## src/rtl/djs_zt_sequencer.sv

```systemverilog
// DJS-130 machine-cycle sequencer: walks the fetch/indirect/execute/interrupt/
// data-channel/console cycles and emits the load strobes for the state block.
module djs_zt_sequencer #(
    parameter int BEATS = 4
) (
    input  logic       clk,
    input  logic       rst_n,
    input  logic       i_start,
    input  logic       i_stop,
    input  logic       i_dep,
    input  logic       i_halt,
    input  logic       i_ind,
    input  logic       i_int_req,
    input  logic       i_int_en,
    input  logic       i_dch_req,
    input  logic       i_mem_rdy,
    output logic [2:0] o_beat,
    output logic       o_DRJsz,
    output logic       o_DRJz,
    output logic       o_DRJcx,
    output logic       o_DRJd,
    output logic       o_DRZT,
    output logic       o_DRYX,
    output logic       o_Z0YX,
    output logic       o_1_YX,
    output logic       o_1_QZZT,
    output logic       o_1_JZZT,
    output logic       o_1_ZXZT,
    output logic       o_1_ZDZT,
    output logic       o_1_STDZT,
    output logic       o_1_KTZT,
    output logic       o_1_KTCZZT
);

    typedef enum logic [2:0] {
        S_KT   = 3'd0,
        S_QZ   = 3'd1,
        S_JZ   = 3'd2,
        S_ZX   = 3'd3,
        S_ZD   = 3'd4,
        S_STD  = 3'd5,
        S_KTCZ = 3'd6
    } state_t;

    localparam logic [2:0] L_BEAT = 3'(BEATS - 1);

    // Bit position of the one-hot equals the state encoding.
    function automatic logic [6:0] f_onehot(input state_t s);
        f_onehot = 7'd1 << s;
    endfunction

    state_t     r_state, r_saved, w_state_n, w_saved_n, w_nat;
    logic [2:0] r_beat, w_beat_n;
    logic       r_run, w_run_n, r_stop_pend, w_stop_n;
    logic [6:0] r_dec, w_dec_n;
    logic       w_last, w_stall, w_mem_state;
    logic       w_jsz, w_jz, w_jcx, w_jd, w_zt, w_yx, w_z0, w_1yx;

    assign w_last      = (r_beat == L_BEAT);
    assign w_mem_state = (r_state == S_QZ) || (r_state == S_JZ) ||
                         (r_state == S_STD) || (r_state == S_KTCZ);
    assign w_stall     = w_mem_state && (r_beat == 3'd1) && !i_mem_rdy;

    // Natural successor of the current cycle, ignoring halt/stop and data channel.
    always_comb begin
        w_nat = S_KT;
        case (r_state)
            S_QZ:    w_nat = i_ind ? S_JZ : S_ZX;
            S_JZ:    w_nat = i_ind ? S_JZ : S_ZX;
            S_ZX:    w_nat = (i_int_req && i_int_en) ? S_ZD : S_QZ;
            S_ZD:    w_nat = S_QZ;
            S_STD:   w_nat = r_saved;
            S_KTCZ:  w_nat = S_KT;
            default: w_nat = S_KT;
        endcase
    end

    // Beat/state advance, strobe decode and next-state decision.
    always_comb begin
        w_state_n = r_state;
        w_beat_n  = r_beat;
        w_run_n   = r_run;
        w_stop_n  = r_stop_pend | (r_run & i_stop);
        w_saved_n = r_saved;
        w_dec_n   = r_dec;
        w_jsz = 1'b0; w_jz = 1'b0; w_jcx = 1'b0; w_jd = 1'b0;
        w_zt  = 1'b0; w_yx = 1'b0; w_z0  = 1'b0; w_1yx = 1'b0;
        if (r_state == S_KT) begin
            w_beat_n = 3'd0;
            if (!r_run && !i_stop && i_start) begin
                w_run_n   = 1'b1;
                w_yx      = 1'b1;
                w_1yx     = 1'b1;
                w_zt      = 1'b1;
                w_state_n = S_QZ;
                w_dec_n   = f_onehot(S_QZ);
            end else if (!r_run && !i_stop && i_dep) begin
                w_zt      = 1'b1;
                w_state_n = S_KTCZ;
                w_dec_n   = f_onehot(S_KTCZ);
            end else begin
                w_state_n = S_KT;
            end
        end else begin
            if (w_stall) begin
                w_beat_n = r_beat;
            end else if (w_last) begin
                w_beat_n = 3'd0;
            end else begin
                w_beat_n = r_beat + 3'd1;
            end
            case (r_beat)
                3'd0: begin
                    w_jd  = (r_state == S_QZ) || (r_state == S_STD) || (r_state == S_KTCZ);
                    w_jsz = (r_state == S_ZD);
                end
                3'd1:    w_jcx = w_mem_state && i_mem_rdy;
                3'd2:    w_jz  = (r_state == S_QZ);
                default: w_jz  = 1'b0;
            endcase
            if (w_last) begin
                w_zt = 1'b1;
                if (r_state == S_QZ) begin
                    w_jsz = 1'b1;
                end else if (r_state == S_JZ) begin
                    w_jd = 1'b1;
                end else begin
                    w_jd = w_jd;
                end
                if ((r_state == S_ZX) && (i_halt || r_stop_pend)) begin
                    w_state_n = S_KT;
                    w_z0      = 1'b1;
                    w_run_n   = 1'b0;
                    w_stop_n  = 1'b0;
                end else if (i_dch_req && (r_state != S_STD) && (r_state != S_KTCZ)) begin
                    w_state_n = S_STD;
                    w_saved_n = w_nat;
                end else begin
                    w_state_n = w_nat;
                end
                w_dec_n = f_onehot(w_state_n);
            end else begin
                w_state_n = r_state;
            end
        end
    end

    // State and registered-output update.
    always_ff @(posedge clk or negedge rst_n) begin
        if (!rst_n) begin
            r_state     <= S_KT;
            r_saved     <= S_QZ;
            r_beat      <= 3'd0;
            r_run       <= 1'b0;
            r_stop_pend <= 1'b0;
            r_dec       <= 7'b0000001;
            o_beat      <= 3'd0;
            o_DRJsz     <= 1'b0;
            o_DRJz      <= 1'b0;
            o_DRJcx     <= 1'b0;
            o_DRJd      <= 1'b0;
            o_DRZT      <= 1'b0;
            o_DRYX      <= 1'b0;
            o_Z0YX      <= 1'b0;
            o_1_YX      <= 1'b0;
        end else begin
            r_state     <= w_state_n;
            r_saved     <= w_saved_n;
            r_beat      <= w_beat_n;
            r_run       <= w_run_n;
            r_stop_pend <= w_stop_n;
            r_dec       <= w_dec_n;
            o_beat      <= r_beat;
            o_DRJsz     <= w_jsz;
            o_DRJz      <= w_jz;
            o_DRJcx     <= w_jcx;
            o_DRJd      <= w_jd;
            o_DRZT      <= w_zt;
            o_DRYX      <= w_yx;
            o_Z0YX      <= w_z0;
            o_1_YX      <= w_1yx;
        end
    end

    assign o_1_KTZT   = r_dec[0];
    assign o_1_QZZT   = r_dec[1];
    assign o_1_JZZT   = r_dec[2];
    assign o_1_ZXZT   = r_dec[3];
    assign o_1_ZDZT   = r_dec[4];
    assign o_1_STDZT  = r_dec[5];
    assign o_1_KTCZZT = r_dec[6];

endmodule

```

## config.mk

```make
export PLATFORM = sky130hd
export DESIGN_NAME = djs_zt_sequencer
export DESIGN_NICKNAME = d
export VERILOG_FILES = /design/src/rtl/djs_zt_sequencer.sv
export SDC_FILE = /design/constraint.sdc
export NUM_CORES = 1
export LEC_CHECK = 0
export BUFFER_PORTS_ARGS = -buffer_cell sky130_fd_sc_hd__buf_4
export CAP_MARGIN = 20
export CELL_PAD_IN_SITES_DETAIL_PLACEMENT = 1
export CELL_PAD_IN_SITES_GLOBAL_PLACEMENT = 1
export CORE_MARGIN = 4
export CORE_UTILIZATION = 42
export DETAILED_ROUTE_END_ITERATION = 6
export HOLD_SLACK_MARGIN = 0.05
export PLACE_DENSITY = 0.75
export SLEW_MARGIN = 20
export SYNTH_ARGS = -nofsm -noshare
export SYNTH_HDL_FRONTEND = slang
export SYNTH_SLANG_ARGS = --single-unit
```

## constraint.sdc

```tcl
create_clock -name clk -period 1.9 [get_ports clk]
set_input_delay 0.095 -clock clk [delete_from_list [all_inputs] [get_ports clk]]
set_output_delay 0.095 -clock clk [all_outputs]
set_load 0.1 [all_outputs]
```

=== Yosys cells after proc, flatten, opt, wreduce, memory -nomap -nowiden ===
Index checks and enable logic that the tools add are counted.

* Flip-flop bits (word level): 28
* Latch bits: 0
* Bits in writable memories: 0
* ROM bits: 0
* Memories kept: 0

* Add/subtract/negate cells: 1
* Multiply operators: 0
* Div/mod/pow operators: 0
* Order comparisons: 0
* Equality and inequality tests: 14
* Shift-type cells: 1
* Mux-type cells: 47
* Bitwise logic cells: 4
* Reduce and logical (&&, ||, !) cells: 27

{| class="wikitable"
|+ Operators by type and width
! kind !! number
|-
| 3-bit two-way mux || 12
|-
| 1-bit two-way mux || 30
|-
| 7-bit two-way mux || 4
|-
| 3-bit by 2-bit == test with 1-bit output (second input constant) || 4
|-
| 3-bit case mux with 4 select lines || 1
|-
| 1-bit logical AND || 10
|-
| 3-bit == test (second input constant) || 3
|-
| 1-bit by 3-bit << shifter with 7-bit output (first input constant) || 1
|-
| 3-bit by 1-bit == test with 1-bit output (second input constant) || 2
|-
| 3-bit zero test || 2
|-
| 1-bit logical OR || 6
|-
| 3-bit inequality test (second input constant) || 2
|-
| 2-bit by 1-bit inequality test with 1-bit output (second input constant) || 2
|-
| 4-bit AND reduction || 1
|-
| 2-bit nonzero test || 2
|-
| 3-bit by 1-bit adder with 3-bit output (second input constant) || 1
|-
| 1-bit zero test || 3
|-
| 3-bit by 1-bit inequality test with 1-bit output (second input constant) || 1
|-
| 3-bit AND reduction || 1
|-
| 1-bit inverter || 2
|-
| 2-bit AND reduction || 1
|-
| 2-bit OR reduction || 1
|-
| 1-bit AND || 1
|-
| 1-bit OR || 1
|}

=== Logic depth before layout (Yosys ltp) ===
Gate-level depths: netlist of run 1.

* Depth after elaboration: 10
* Depth in mapped cells: 7

=== Worst setup path before layout of run 1 ===
No wires, ideal clock.

* Path type: reg2reg
* Start: register r_beat[0]
* End: register r_dec[1]
* Library setup time: 0.121 ns
* Arrival time: 1.397 ns
* Setup slack: 0.382 ns
* Cell stages (with the launch flop): 7
* Cells stage by stage: dfrtp_1 ha_1 nand2b_1 nor2_1 a21oi_2 clkinv_2 o22a_1

* Longest elaborated chain between the ends: 3

{| class="wikitable"
|+ RTL lines
! item !! line !! source
|-
| start: declaration || 53 || <nowiki>logic [2:0] r_beat, w_beat_n;</nowiki>
|-
| start signal: assignment || 169 || <nowiki>r_beat <= w_beat_n;</nowiki>
|-
| 3-bit by 2-bit == test with 1-bit output || 59 || <nowiki>assign w_last = (r_beat == L_BEAT);</nowiki>
|-
| 2-bit nonzero test (no line) || n/a ||
|-
| 2-bit AND reduction (no line) || n/a ||
|-
| end signal: assignment || 172 || <nowiki>r_dec <= w_dec_n;</nowiki>
|-
| end: declaration || 55 || <nowiki>logic [6:0] r_dec, w_dec_n;</nowiki>
|}

No other way between the ends.
A chain may end at the register's enable or synchronous reset.

=== Worst setup path after layout of run 1 ===
* Start: register r_beat[0]
* End: register r_saved[2]

* Longest elaborated chain between the ends: 2

{| class="wikitable"
|+ RTL lines
! item !! line !! source
|-
| 3-bit by 2-bit == test with 1-bit output || 59 ||
|-
| 4-bit AND reduction (no line) || n/a ||
|-
| end signal: assignment || 168 || <nowiki>r_saved <= w_saved_n;</nowiki>
|-
| end: declaration || 52 || <nowiki>state_t r_state, r_saved, w_state_n, w_saved_n, w_nat;</nowiki>
|}

No other way between the ends.

==> results of run 1 <==
## metrics by stage
stage	setup slack, ps	utilization	hold WS [ps]	instance area (um2)	std cells
after floorplan	382	-	-201	1480	128
after global placement	98.9	0.521	29.7	1750	204
after detailed placement	51.8	0.521	36.2	1750	204
after CTS	5.26	0.532	55.5	1790	209
after global routing	0.280	0.548	63.3	1840	214
final	112	0.548	95.7	1840	214
## how the worst max path moves through the flow
stage | from | to | depth (start not counted)
final | r_beat[0]$_DFFE_PN0P_ | r_saved[2]$_DFFE_PN0P_ | 5
after global routing | r_beat[0]$_DFFE_PN0P_ | r_saved[1]$_DFFE_PN0P_ | 6
after CTS | r_state[0]$_DFFE_PN0P_ | r_dec[6]$_DFFE_PN0P_ | 5
after detailed placement | r_state[0]$_DFFE_PN0P_ | r_dec[6]$_DFFE_PN0P_ | 5
after global placement | r_state[2]$_DFFE_PN0P_ | r_dec[6]$_DFFE_PN0P_ | 5
after floorplan | r_beat[0]$_DFFE_PN0P_ | r_dec[1]$_DFFE_PN0P_ | 6
## logic make-up after synthesis
logic type	share of synthesized area
buffers and inverters	0.0500
and+or+nand+nor	0.218
AOI/OAI and AO/OA	0.191
adders and majority gates	0.0406
DFF	0.476
xor gates and xnor gates	0.0110
muxes	0.0144
## state kept, by name (all words and copies together), names as in the netlist
signal / count
r_dec: 7
r_saved: 3
o_DRZT: 1
o_DRJz: 1
o_DRJcx: 1
o_1_YX: 1
o_Z0YX: 1
r_run: 1
r_beat: 3
o_beat: 3
r_stop_pend: 1
o_DRJd: 1
r_state: 3
o_DRJsz: 1
## layout make-up
class                           instances  area, um2
Sequential cell                        28        707
Tap cell                               46       57.6
Clock buffer                            4       26.3
Inverter                                7       27.5
Multi-Input combinational cell         88        701
Fill cell                             378       1520
Timing Repair Buffer                   41        325
## timing repair
| item | in CTS | in global routing |
|---|---|---|
| hold buffers | 1 | 1 |
| gates resized for setup | 0 | 3 |
| endpoints found under the hold margin | 28 | 1 |
| endpoints found under the setup margin | 0 | 9 |
| setup buffers | 0 | 4 |
## layer usage
layer,global-route usage,up-vias
met5,0,-
met4,0.0633,0
met3,0.0266,7
met2,0.304,35
met1,0.228,572
li1,-,541
## cells in the mapped netlist (all sizes together) (3+ instances only)
| library cell | number | area share |
|---|---|---|
| a21oi | 4 | 0.016 |
| a22o | 3 | 0.018 |
| buf | 5 | 0.031 |
| dfrtp | 26 | 0.44 |
| ha | 4 | 0.034 |
| inv | 6 | 0.015 |
| nand2 | 10 | 0.027 |
| nand2b | 3 | 0.013 |
| nand3 | 6 | 0.032 |
| nand3b | 3 | 0.015 |
| nor2 | 10 | 0.025 |
| nor3 | 4 | 0.032 |
| o21ai | 7 | 0.026 |
| o31ai | 3 | 0.022 |
==> summary.md, run 1 <==
| Metric | Value |
|---|---|
| CP top delay family | `simple AND/OR/NAND/NOR gates` |
| Gr usage total | `0.178` |
| Largest fanout on the critical path | `5` |
| Setup violators final | `0` |
| # clock sinks | `28` |
| DRT Wirelength | `around 3700 um` |
| Core area | `roughly 3400 um2` |
| FF-to-FF Start | `r_beat[0]$_DFFE_PN0P_` |
| Worst clock skew | `5.33 ps` |
| Largest net degree at the start of global routing | `29` |
| First-pass iteration count of the detailed router | `4` |
| Slew headroom | `0.737` |
| ANT nets after route | `0` |
| Share of cells above drive strength 1 | `0.417` |
| Hold depth | `2` |
| R2r endpoint | `r_saved[2]$_DFFE_PN0P_` |
| Most common cell after layout, fill and taps aside | `buf_4` |
| R2R setup slack | `110 ps` |
| DRT met1 WL | `around 1600 um` |
| Max Freq | `559 MHz` |
| Crit path cell chain | `ha_1 > nand2b_1 > nor2_1 > nand3_2 > mux2_1` |
| Min-Delay Endpoint | `o_DRJcx$_DFF_PN0_` |
| RSZ-0062 raised after global routing | `no` |
| Worst Path Arrival | `~2000 ps` |
| Final net count | `184` |
| Clk root buf | `clkbuf_4` |
| Library cells used by synthesis | `57` |
| CTS tree | `yes` |
| Vias after detailed routing | `1155` |
| Area Overhead vs Synth | `24.8%` |
| Vias in the first global route | `about 1200` |
| Post-Syn Instances | `128` |
| Synth async-reset ratio | `1.00` |
| Most frequent cells in the layout | `buf_4, dfrtp_1, nor2_1` |
| First-pass GRT wire length | `6000 um` |
| R2r worst-path depth | `5` |
| DRC viols | `0` |
| Crit-path slowest cell | `dfrtp_1` |
| WL/cell | `around 17 um` |
| Setup total negative slack | `0 ps` |
| Die height | `around 67 um` |
| Metal3 WL | `between 150 and 200 um` |
| Cell Rows | `21` |
| Buf/Inv on CP | `0` |
| Port Buf Inserts | `28` |
| Initial antenna violation count | `0` |
| Met2 WL | `between 1500 and 2000 um` |
| Worst slew pin tran | `392 ps` |
| Max Slew Vio Count | `0` |
| Worst endpoint required time | `2120 ps` |
| Final hold violations | `0` |
| # diodes | `0` |
| HPWL after DPL | `2800 um` |
| Vias per cell | `5.40` |
| Full die area | `between 4000 and 5000 um2` |
| FF+latch count, synth | `28` |
| H-tree depth | `1` |
| Min Tclk post-route | `about 1800 ps` |
| Post-synth EDFFs | `0` |
| Tcrit/Tclk final | `0.941` |
| Register area share after synthesis | `0.476` |
| Top Ports | `29` |
| First DRT Iteration DRCs | `55` |
| Ys flop type | `dfrtp_1` |
| Post-Syn Area | `1480 um2` |
| Worst skew pair latency | `around 320 ps` |
| Hold Crit Start | `i_mem_rdy` |
| Die Wd | `about 67 um` |
| TritonCTS buffer count | `3` |
| Worst hold path type | `in -> reg` |
| GPL Wtd Cong | `between 0.8 and 0.9` |
| Initial Util | `0.439` |
| Clock transition at the registers of the reported paths | `140 ps` |
| Highest metal used | `met4` |
| Clock buffer depth | `2` |
| Slowest Stage Delay on Critical Path | `450 ps` |
| Gr ovfl total | `0` |
| Crit end category | `register` |
| Synthesis warning total | `0` |
| CP Launch Type | `register` |
| Synthesized area per cell | `roughly 12 um2` |
| Max-Cap Viols | `0` |
| Critical path class | `reg -> reg` |
| Status | `completed` |
| Syn Nets | `roughly 140` |
Power of run 1 is left out: the tool's default activity adds up to more than one toggle a clock period on the data nets, which glitch-free logic cannot reach.
==> run 2: changes to the inputs <==
Settings changed: CORE_UTILIZATION 42 to 35, PLACE_DENSITY 0.75 to 0.64.
==> run 2 against run 1 <==
  * Clock skew down 1.1 ps
  * Sequential cell count unchanged
  * Utilization is 9.4 points lower
  * Fmax grew 2.0%
  * Sequential share of layout area increased by 0.25 points
  * Register-to-register slack gained 40 ps
  * Non-clock buffer count decreased by 3
  * Global-route usage shrank 2.8 points
  * Critical path depth unchanged
  * Cell count increased by 0.47%
  * Via count fell by 2.4%
  * Clock-buffer cell count unchanged
  * Critical endpoint unchanged
==> summary.md, run 2 (synthesized netlist as in run 1, its figures left out) <==
| Metric | Value |
|---|---|
| Status | `completed` |
| DRT met1 WL | `approximately 1700 um` |
| CP top delay family | `simple AND/OR/NAND/NOR gates` |
| Initial antenna violation count | `0` |
| Metal3 WL | `112 um` |
| Cell Rows | `23` |
| First-pass iteration count of the detailed router | `4` |
| Max Freq | `571 MHz` |
| CP Launch Type | `register` |
| R2r worst-path depth | `5` |
| Met2 WL | `between 1500 and 2000 um` |
| Crit path cell chain | `ha_1 > nand2b_1 > nor2_1 > nand3_2 > mux2_1` |
| Gr usage total | `0.151` |
| Setup crit start | `r_beat[0]$_DFFE_PN0P_` |
| Min Tclk post-route | `1750 ps` |
| Max Slew Vio Count | `0` |
| Initial Util | `0.367` |
| Vias per cell | `5.24` |
| Die height | `73.0 um` |
| FF/Latch Area | `between 700 and 800 um2` |
| Clock buffer depth | `2` |
| DRT Wirelength | `approximately 3600 um` |
| Hold depth | `3` |
| Worst slew pin tran | `a little over 400 ps` |
| WL/cell | `around 17 um` |
| Area of the multi-input gates | `701 um2` |
| Fillers | `449` |
| Worst hold path type | `in -> reg` |
| H-tree depth | `1` |
| Critical path class | `reg -> reg` |
| Largest reg by FF count | `r_dec` |
| Worst endpoint required time | `2070 ps` |
| GPL Wtd Cong | `around 0.8` |
| First-pass GRT wire length | `6110 um` |
| Tcrit/Tclk final | `0.922` |
| Vias after detailed routing | `~1100` |
| Most common cell after layout, fill and taps aside | `buf_4` |
| Vias in the first global route | `between 1000 and 1500` |
| TritonCTS buffer count | `3` |
| Buf/Inv on CP | `0` |
| First DRT Iteration DRCs | `24` |
| R2R setup slack | `~150 ps` |
| Worst Path Arrival | `1920 ps` |
| Gr ovfl total | `0` |
| Max-Cap Viols | `0` |
| Post-CTS setup buffers | `0` |
| Port Buf Inserts | `28` |
| Min-Delay Endpoint | `r_stop_pend$_DFF_PN0_` |
| Most frequent cells in the layout | `buf_4, dfrtp_1, nor2_1` |
| Slowest Stage Delay on Critical Path | `~440 ps` |
| R2r endpoint | `r_saved[2]$_DFFE_PN0P_` |
| Slew headroom | `0.723` |
| RSZ-0062 raised after global routing | `no` |
| Worst clock skew | `~4.2 ps` |
| Area Overhead vs Synth | `23.8%` |
| Largest fanout on the critical path | `5` |
| Final hold violations | `0` |
| Core area | `around 4000 um2` |
| Worst skew pair latency | `around 280 ps` |
| Largest net degree at the start of global routing | `29` |
| Crit-path slowest cell | `dfrtp_1` |
| Setup violators final | `0` |
| Number of flip-flops in the largest register | `7` |
| Final Core Density | `0.454` |
| # clock sinks | `28` |
| Crit end category | `register` |
| Top Ports | `29` |
| Clk root buf | `clkbuf_8` |
| Hold Crit Start | `i_stop` |
| CTS tree | `yes` |
| Final net count | `181` |
| Highest metal used | `met4` |
| Setup total negative slack | `0 ps` |
| Share of cells above drive strength 1 | `0.406` |
| ANT nets after route | `0` |
| # diodes | `0` |
| Full die area | `5330 um2` |
| HPWL after DPL | `2850 um` |
| FF-to-FF Start | `r_beat[0]$_DFFE_PN0P_` |
| DRC viols | `0` |
| Die Wd | `73.0 um` |
| Clock transition at the registers of the reported paths | `approximately 100 ps` |
==> run 2: worst max path at each step <==
stage	end	slack, ps	depth (start not counted)
5_1_grt	r_dec[6]$_DFFE_PN0P_	20	5
2_1_floorplan	r_dec[1]$_DFFE_PN0P_	380	6
6_report	r_saved[2]$_DFFE_PN0P_	150	5
3_5_place_dp	r_dec[6]$_DFFE_PN0P_	70	5
4_1_cts	r_dec[6]$_DFFE_PN0P_	50	5
3_3_place_gp	r_dec[1]$_DFFE_PN0P_	130	5
==> run 2: cell type report <==
class / count / share of cell area
flip-flops and latches: 28 / 0.386
multi-input cells: 88 / 0.383
repair buffers: 38 / 0.157
well taps: 50 / 0.0342
clock buffers: 4 / 0.0246
inverters: 7 / 0.0150
==> run 2: tightest hold or removal path, delay by kind of cell <==
kind            cells  cell delay (ps)
simple gates        1               80
compound gates      1               60
buf+inv             1              100
==> run 2: repair_timing <==
| item | in CTS | in global routing |
|---|---|---|
| endpoints found under the setup margin | 0 | 4 |
| hold endpoints to repair | 28 | 0 |
| hold buffers | 1 | 0 |
| gates resized for setup | 0 | 2 |
==> run 2: stage by stage <==
stage	hold WS [ps]	instance area, um2	instances	setup WS, ps
finish	86.8	1830	215	147
global placement	34.1	1770	210	133
floorplan	-201	1480	128	382
global route	111	1830	215	20.6
CTS	95.0	1830	215	50.8
detailed placement	40.9	1770	210	69.3
==> run 2: metal layers <==
metal / global-route usage / vias up
met5: 0 / -
met4: 0.0430 / 0
met3: 0.0303 / 4
met2: 0.244 / 16
met1: 0.203 / 572
li1: - / 535
Power of run 2 is left out for the same reason.
